[src/rtl/lcd_ctrl_if.sv]
// Client write-request handshake for the LCD sequencer.
interface lcd_ctrl_if;
  logic       req_valid;
  logic       req_rs;
  logic [7:0] req_data;
  logic       req_ready;

  modport master (output req_valid, output req_rs, output req_data, input req_ready);
  modport slave  (input req_valid, input req_rs, input req_data, output req_ready);
endinterface

[src/rtl/lcd_ctrl.sv]
// 8-bit character LCD sequencer: init hand-off, fixed config list, then client writes.
module lcd_ctrl #(
  parameter int unsigned T_SETUP = 2,
  parameter int unsigned T_E     = 12,
  parameter int unsigned T_HOLD  = 2,
  parameter int unsigned T_CMD   = 2000,
  parameter int unsigned T_CLEAR = 82000
) (
  input  logic        clk,
  input  logic        reset,
  input  logic        start,
  output logic        init_start,
  input  logic        init_done,
  input  logic [7:0]  init_db,
  input  logic        init_e,
  lcd_ctrl_if.slave   req,
  output logic        ready,
  output logic [7:0]  lcd_db,
  output logic        lcd_rs,
  output logic        lcd_rw,
  output logic        lcd_e
);

  localparam int unsigned TW = ($clog2(T_CLEAR) > 17) ? $clog2(T_CLEAR) : 17;

  typedef enum logic [3:0] {
    S_IDLE, S_INIT_START, S_INIT_WAIT,
    S_CFG_SETUP, S_CFG_E, S_CFG_HOLD, S_CFG_WAIT,
    S_READY,
    S_WR_SETUP, S_WR_E, S_WR_HOLD, S_WR_WAIT
  } state_t;

  state_t          r_state;
  state_t          w_state_nxt;
  logic [TW-1:0]   r_timer;
  logic [1:0]      r_idx;
  logic [7:0]      r_byte;
  logic            r_rs;
  logic            w_setup_end;
  logic            w_e_end;
  logic            w_hold_end;
  logic            w_wait_end;
  logic            w_is_clear;

  function automatic logic [7:0] cfg_byte(input logic [1:0] idx);
    case (idx)
      2'd0:    cfg_byte = 8'h38;
      2'd1:    cfg_byte = 8'h06;
      2'd2:    cfg_byte = 8'h0C;
      default: cfg_byte = 8'h01;
    endcase
  endfunction

  // Clear and home commands need the long busy wait.
  assign w_is_clear  = !r_rs && (r_byte == 8'h01 || r_byte == 8'h02 || r_byte == 8'h03);
  assign w_setup_end = (r_timer == TW'(T_SETUP - 1));
  assign w_e_end     = (r_timer == TW'(T_E - 1));
  assign w_hold_end  = (r_timer == TW'(T_HOLD - 1));
  assign w_wait_end  = (r_timer == (w_is_clear ? TW'(T_CLEAR - 1) : TW'(T_CMD - 1)));

  always_ff @(posedge clk or posedge reset) begin
    if (reset) r_state <= S_IDLE;
    else       r_state <= w_state_nxt;
  end

  always_comb begin
    w_state_nxt   = r_state;
    init_start    = 1'b0;
    req.req_ready = 1'b0;
    ready         = 1'b0;
    lcd_db        = 8'h00;
    lcd_rs        = 1'b0;
    lcd_rw        = 1'b0;
    lcd_e         = 1'b0;

    if (r_state inside {S_CFG_SETUP, S_CFG_E, S_CFG_HOLD, S_CFG_WAIT,
                        S_WR_SETUP, S_WR_E, S_WR_HOLD, S_WR_WAIT}) begin
      lcd_db = r_byte;
      lcd_rs = r_rs;
    end

    case (r_state)
      S_IDLE:       if (start) w_state_nxt = S_INIT_START;
      S_INIT_START: begin
        init_start  = 1'b1;
        lcd_db      = init_db;
        lcd_e       = init_e;
        w_state_nxt = S_INIT_WAIT;
      end
      S_INIT_WAIT:  begin
        lcd_db = init_db;
        lcd_e  = init_e;
        if (init_done) w_state_nxt = S_CFG_SETUP;
      end
      S_CFG_SETUP:  if (w_setup_end) w_state_nxt = S_CFG_E;
      S_CFG_E:      begin
        lcd_e = 1'b1;
        if (w_e_end) w_state_nxt = S_CFG_HOLD;
      end
      S_CFG_HOLD:   if (w_hold_end) w_state_nxt = S_CFG_WAIT;
      S_CFG_WAIT:   if (w_wait_end) w_state_nxt = (r_idx == 2'd3) ? S_READY : S_CFG_SETUP;
      S_READY:      begin
        ready         = 1'b1;
        req.req_ready = 1'b1;
        if (req.req_valid) w_state_nxt = S_WR_SETUP;
      end
      S_WR_SETUP:   if (w_setup_end) w_state_nxt = S_WR_E;
      S_WR_E:       begin
        lcd_e = 1'b1;
        if (w_e_end) w_state_nxt = S_WR_HOLD;
      end
      S_WR_HOLD:    if (w_hold_end) w_state_nxt = S_WR_WAIT;
      S_WR_WAIT:    if (w_wait_end) w_state_nxt = S_READY;
      default:      w_state_nxt = S_IDLE;
    endcase
  end

  // Phase timer restarts on every state change; byte/rs latch on config entry or accept.
  always_ff @(posedge clk or posedge reset) begin
    if (reset) begin
      r_timer <= '0;
      r_idx   <= 2'd0;
      r_byte  <= 8'h00;
      r_rs    <= 1'b0;
    end else begin
      r_timer <= (w_state_nxt != r_state) ? '0 : r_timer + TW'(1);
      if (r_state == S_INIT_WAIT && init_done) begin
        r_idx  <= 2'd0;
        r_byte <= cfg_byte(2'd0);
        r_rs   <= 1'b0;
      end else if (r_state == S_CFG_WAIT && w_wait_end && r_idx != 2'd3) begin
        r_idx  <= r_idx + 2'd1;
        r_byte <= cfg_byte(r_idx + 2'd1);
      end else if (r_state == S_READY && req.req_valid) begin
        r_byte <= req.req_data;
        r_rs   <= req.req_rs;
      end
    end
  end

endmodule

[src/flat_wrapper.sv]
// flat-port wrapper written by rule: the top's interface ports become plain ports
module lcd_ctrl_flat 
#(
  parameter int unsigned T_SETUP = 2,
  parameter int unsigned T_E     = 12,
  parameter int unsigned T_HOLD  = 2,
  parameter int unsigned T_CMD   = 2000,
  parameter int unsigned T_CLEAR = 82000
)
  (clk, reset, start, init_start, init_done, init_db, init_e, ready, lcd_db, lcd_rs, lcd_rw, lcd_e, req_req_valid, req_req_rs, req_req_data, req_req_ready);
  lcd_ctrl_if req_i ();
  input  logic clk;
  input  logic reset;
  input  logic start;
  output logic init_start;
  input  logic init_done;
  input  logic [7:0] init_db;
  input  logic init_e;
  output logic ready;
  output logic [7:0] lcd_db;
  output logic lcd_rs;
  output logic lcd_rw;
  output logic lcd_e;
  input wire logic [$bits(req_i.req_valid)-1:0] req_req_valid;
  input wire logic [$bits(req_i.req_rs)-1:0] req_req_rs;
  input wire logic [$bits(req_i.req_data)-1:0] req_req_data;
  output wire logic [$bits(req_i.req_ready)-1:0] req_req_ready;
  assign req_i.req_valid = req_req_valid;
  assign req_i.req_rs = req_req_rs;
  assign req_i.req_data = req_req_data;
  assign req_req_ready = req_i.req_ready;
  lcd_ctrl #(.T_SETUP(T_SETUP), .T_E(T_E), .T_HOLD(T_HOLD), .T_CMD(T_CMD), .T_CLEAR(T_CLEAR)) u_core (.clk(clk), .reset(reset), .start(start), .init_start(init_start), .init_done(init_done), .init_db(init_db), .init_e(init_e), .req(req_i), .ready(ready), .lcd_db(lcd_db), .lcd_rs(lcd_rs), .lcd_rw(lcd_rw), .lcd_e(lcd_e));
endmodule
[config.mk]
export PLATFORM = sky130hd
export DESIGN_NAME = lcd_ctrl_flat
export DESIGN_NICKNAME = d
export VERILOG_FILES = /design/src/rtl/lcd_ctrl_if.sv /design/src/rtl/lcd_ctrl.sv /design/src/flat_wrapper.sv
export SDC_FILE = /design/constraint.sdc
export NUM_CORES = 1
export LEC_CHECK = 0
export BUFFER_PORTS_ARGS = -buffer_cell sky130_fd_sc_hd__buf_2
export CORE_MARGIN = 2
export CORE_UTILIZATION = 35
export DETAILED_ROUTE_END_ITERATION = 8
export GPL_ROUTABILITY_DRIVEN = 0
export PLACE_DENSITY = 0.62
export SLEW_MARGIN = 10
export SYNTH_ARGS = -nofsm -noshare
export SYNTH_HDL_FRONTEND = slang
export SYNTH_SLANG_ARGS = --single-unit
[constraint.sdc]
create_clock -name clk -period 2.1 [get_ports clk]
set_clock_uncertainty 0.05 [all_clocks]
set_input_delay 0.315 -clock clk [delete_from_list [all_inputs] [get_ports clk]]
set_output_delay 0.315 -clock clk [all_outputs]
set_load 0.01 [all_outputs]
==> out/results.tsv <==
stage	metric	value	unit
placement	# port buffers	35	
clocking	Num CTS Buffers	5	
setup_path	Reg2Reg Depth	7	
grt	vias in the first global route	2251	
yosys	Yosys reg bits	32	
setup_path	critical path cell sequence	nor4_4, nand4_1, or3_1, o2111a_2, mux2i_4, buf_12, nor3_1	
detailed_routing	met2 WL	3110	um
status	status	finished, violations left	
sta	min Tclk post-route	2230	ps
power_and_ir_drop	Tot Pwr	0.00388	W
sta	fin. max-slew vios	0	
cells_and_area	area of the multi-input gates	1570	um^2
clocking	CTS Hold Bufs	0	
yosys	Net Count, Synth	293	
sta	Final setup viols	27	
setup_path	CP arrival	2380	ps
grt	largest net degree at the start of global routing	33	
setup_path	Reg-to-Reg End	u_core.r_timer[13]$_DFF_PP0_	
setup_path	crit end category	flop	
setup_path	r2r startpoint	u_core.r_timer[13]$_DFF_PP0_	
setup_path	Critical Path Start Type	flop	
detailed_routing	DR pass1 iterations	4	
sta	RSZ-0062 raised after global routing	yes	
power_and_ir_drop	P_leak	1.56	nW
floorplanning	IO Count	37	
power_and_ir_drop	sequential power share	22.4	%
detailed_routing	Max Used Layer	met4	
sta	setup ws final	-128	ps
floorplanning	die width	84.2	um
sta	Final Cycle Share	106	%
setup_path	end of the critical path	u_core.r_timer[13]$_DFF_PP0_	
power_and_ir_drop	Max rail drop VDD	0.000640	V
setup_path	CP required	2250	ps
yosys	Mean Syn Cell Area	8.48	um^2
detailed_routing	WL met3	255	um
cells_and_area	FF+latch area	802	um^2
yosys	predominant post-synthesis flop cell	dfrtp_1	
power_and_ir_drop	Comb power frac	62.6	%
cells_and_area	share of layout cells above drive strength 1	41.2	%
status	failing checks	negative setup slack	
cells_and_area	synthesis-to-layout area growth	44.8	%
worst_hold_path	Hold Crit Class	in2async	
cells_and_area	final net count	381	
floorplanning	Core Region	6280	um^2
detailed_routing	DRC viols	0	
yosys	library cells used by synthesis	44	
setup_path	slowest stage delay, CP	400	ps
clocking	Clock Latency Late Sink	280	ps
clocking	Root Driver	clkbuf_8	
yosys	ys async rst share	100	%
yosys	synthesized area	2250	um^2
power_and_ir_drop	Internal	0.00220	W
cells_and_area	filler instances	577	
clocking	CTS tree	done	
clocking	Clock Pin Slew Worst Setup and Hold Paths	70	ps
grt	GRT overflow	0	
placement	DP HPWL	4420	um
setup_path	CP Launch Point	u_core.r_timer[13]$_DFF_PP0_	
clocking	Max clock buf depth	2	
sta	FMAX	449	MHz
setup_path	Setup CP Type	reg2reg	
detailed_routing	met1 wire length	2840	um
yosys	Synth warnings	0	
floorplanning	Initial Utilization	35.8	%
grt	initial antenna violation count	0	
power_and_ir_drop	PwrDens	1190	nW/um^2
clocking	H-tree depth	2	
floorplanning	die area	7080	um^2
detailed_routing	vias	2277	
detailed_routing	detail-routed via count per cell	5.28	
detailed_routing	routed len/inst	14.6	um
yosys	Syn Inst Count	265	
detailed_routing	Routed WL	6270	um
cells_and_area	ant diodes	0	
detailed_routing	DRT antenna net count	0	
run	Max-Cap Viols	0	
detailed_routing	Starting DRT DRC Count	182	
grt	first-pass GRT wire length	10400	um
setup_path	CP max FO	11	
power_and_ir_drop	Psw	0.00168	W
floorplanning	row cnt	29	
power_and_ir_drop	clock share of power	15.0	%
sta	Final Hold Fails	0	
placement	pre-CTS setup slack	-278	ps
yosys	Post-synth EDFFs	0	
clocking	clk sinks	32	
power_and_ir_drop	sw frac	43.2	%
setup_path	worst reg2reg setup slack	-130	ps
grt	GRT Overall Usage	18.0	%
setup_path	CP max-delay cell	dfrtp_1	
yosys	sequential area share after synthesis	35.6	%
floorplanning	Die Y	84.2	um
[synth_stat cells (2+ instances only)]
| library cell | n | share of area (%) |
|---|---|---|
| and3_1 | 9 | 2.5 |
| buf_2 | 2 | 0.45 |
| nand2b_1 | 6 | 1.7 |
| a22oi_1 | 4 | 1.3 |
| o21ai_0 | 23 | 5.1 |
| clkbuf_1 | 5 | 0.83 |
| nand3_1 | 9 | 2.0 |
| ha_1 | 5 | 2.8 |
| a31oi_1 | 2 | 0.56 |
| buf_1 | 3 | 0.50 |
| nor4_1 | 4 | 1.1 |
| mux2i_1 | 12 | 5.3 |
| nor3_1 | 22 | 4.9 |
| nand2_1 | 36 | 6.0 |
| dfrtp_1 | 32 | 36 |
| inv_1 | 6 | 1.0 |
| or3_1 | 2 | 0.56 |
| xnor2_1 | 7 | 2.7 |
| xor2_1 | 10 | 3.9 |
| a21oi_1 | 13 | 2.9 |
| nor2_1 | 15 | 2.5 |
| buf_4 | 2 | 0.67 |
| o31ai_1 | 4 | 1.3 |
| nor2b_1 | 3 | 0.83 |
| and2_1 | 2 | 0.56 |
| nor4_4 | 2 | 1.9 |
| o21a_1 | 2 | 0.67 |
| nand4_1 | 5 | 1.4 |
| and4_1 | 3 | 1.2 |
[final cells by class]
class                      count  share of cell area (%)
clock buffer                   6                    2.23
tap                           77                    2.96
timing repair buffer          94                    20.1
sequential                    32                    24.6
inverter                       6                   0.692
multi-input combinational    214                    48.3
clock inverter                 2                    1.08
[how the worst min path moves through the flow]
stage               slack, ps  cells after the start  start                           end
global placement          380                      3  reset  u_core.r_byte[1]$_DFFE_PP0P_
detailed placement        380                      3  reset  u_core.r_byte[1]$_DFFE_PP0P_
finish                     60                      3  reset  u_core.r_byte[0]$_DFFE_PP0P_
floorplan                 380                      1  reset  u_core.r_byte[0]$_DFFE_PP0P_
CTS                        70                      3  reset  u_core.r_byte[2]$_DFFE_PP0P_
global route              100                      3  reset   u_core.r_timer[9]$_DFF_PP0_
[worst max-delay path, delay by kind of cell, from the launching register on]
family                 cells  cell delay, ps
AOI/OAI and AO/OA          1             180
buffers and inverters      1             160
DFF                        1             400
muxes                      1             200
and+or+nand+nor            4            1130
[flip-flops by register name, indices dropped and copies added, names as in the netlist]
signal,flops
u_core.r_rs,1
u_core.r_byte,8
u_core.r_timer,17
u_core.r_state,4
u_core.r_idx,2
[metal layers]
| metal | GRT usage, % | vias up |
|---|---|---|
| met5 | 0 | - |
| met4 | 6.30 | 0 |
| met3 | 3.83 | 6 |
| met2 | 30.7 | 50 |
| met1 | 22.7 | 1100 |
| li1 | - | 1121 |
[through the flow]
stage                     instance area, um^2  std cells  utilization, %  hold WS (ps)  setup TNS (ps)
after detailed placement                 2820        412            44.9           385           -4570
after floorplan                          2250        265               -           381               0
after CTS                                3140        429            50.0          71.2           -1020
after global routing                     3260        431            51.9           102           -6520
final                                    3260        431            51.9          60.0           -2300
after global placement                   2820        412            44.9           375           -3320
[cell usage in the layout (no fill, tap or decap), types with 3 or more instances in the layout]
cell type	n
xor2_1	10
o21ai_1	4
a21oi_1	11
and4_1	3
xnor2_1	7
ha_1	4
nand3_1	9
buf_4	52
o31ai_1	3
and3_1	9
inv_1	5
nand4_1	5
nand2b_1	3
o21ai_0	17
nor2_1	14
nor3_2	14
clkbuf_8	5
nand2_2	4
nand2_1	31
nor3_1	6
nor2b_1	3
buf_6	4
a22oi_1	3
mux2i_1	12
buf_2	36
dfrtp_1	31
[what timing repair did]
item / 4_1_cts / 5_1_grt
hold endpoints to repair: 0 / 0
resized for setup: 23 / 34
endpoints found under the setup margin: 32 / 35
setup buffers: 9 / 1
cloned: 0 / 1
pin swaps: 5 / 22
[power by group through the flow]
stage	clock (W)	combinational (W)	sequential, W
after detailed placement	0	0.00184	0.000879
after CTS	0.000605	0.00225	0.000858
after floorplan	0	0.00120	0.000851
after global placement	0	0.00182	0.000877
after global routing	0.000624	0.00265	0.000883
final	0.000581	0.00243	0.000871
[cell families (layout without fill, tap and decap cells)]
group                    after synthesis  in the layout  synth area share, %
AO/OA/AOI/OAI                         55             55                 14.8
XOR/XNOR                              17             17                 6.62
adder cells (fa/ha/maj)                5              5                 2.78
buffers and inverters                 19            108                 3.95
flip-flops                            32             32                 35.6
multiplexers                          13             13                 6.34
other                                  1              1                0.167
AND/OR/NAND/NOR                      123            123                 29.7
Note: power is estimated with default switching activity, not from simulation.
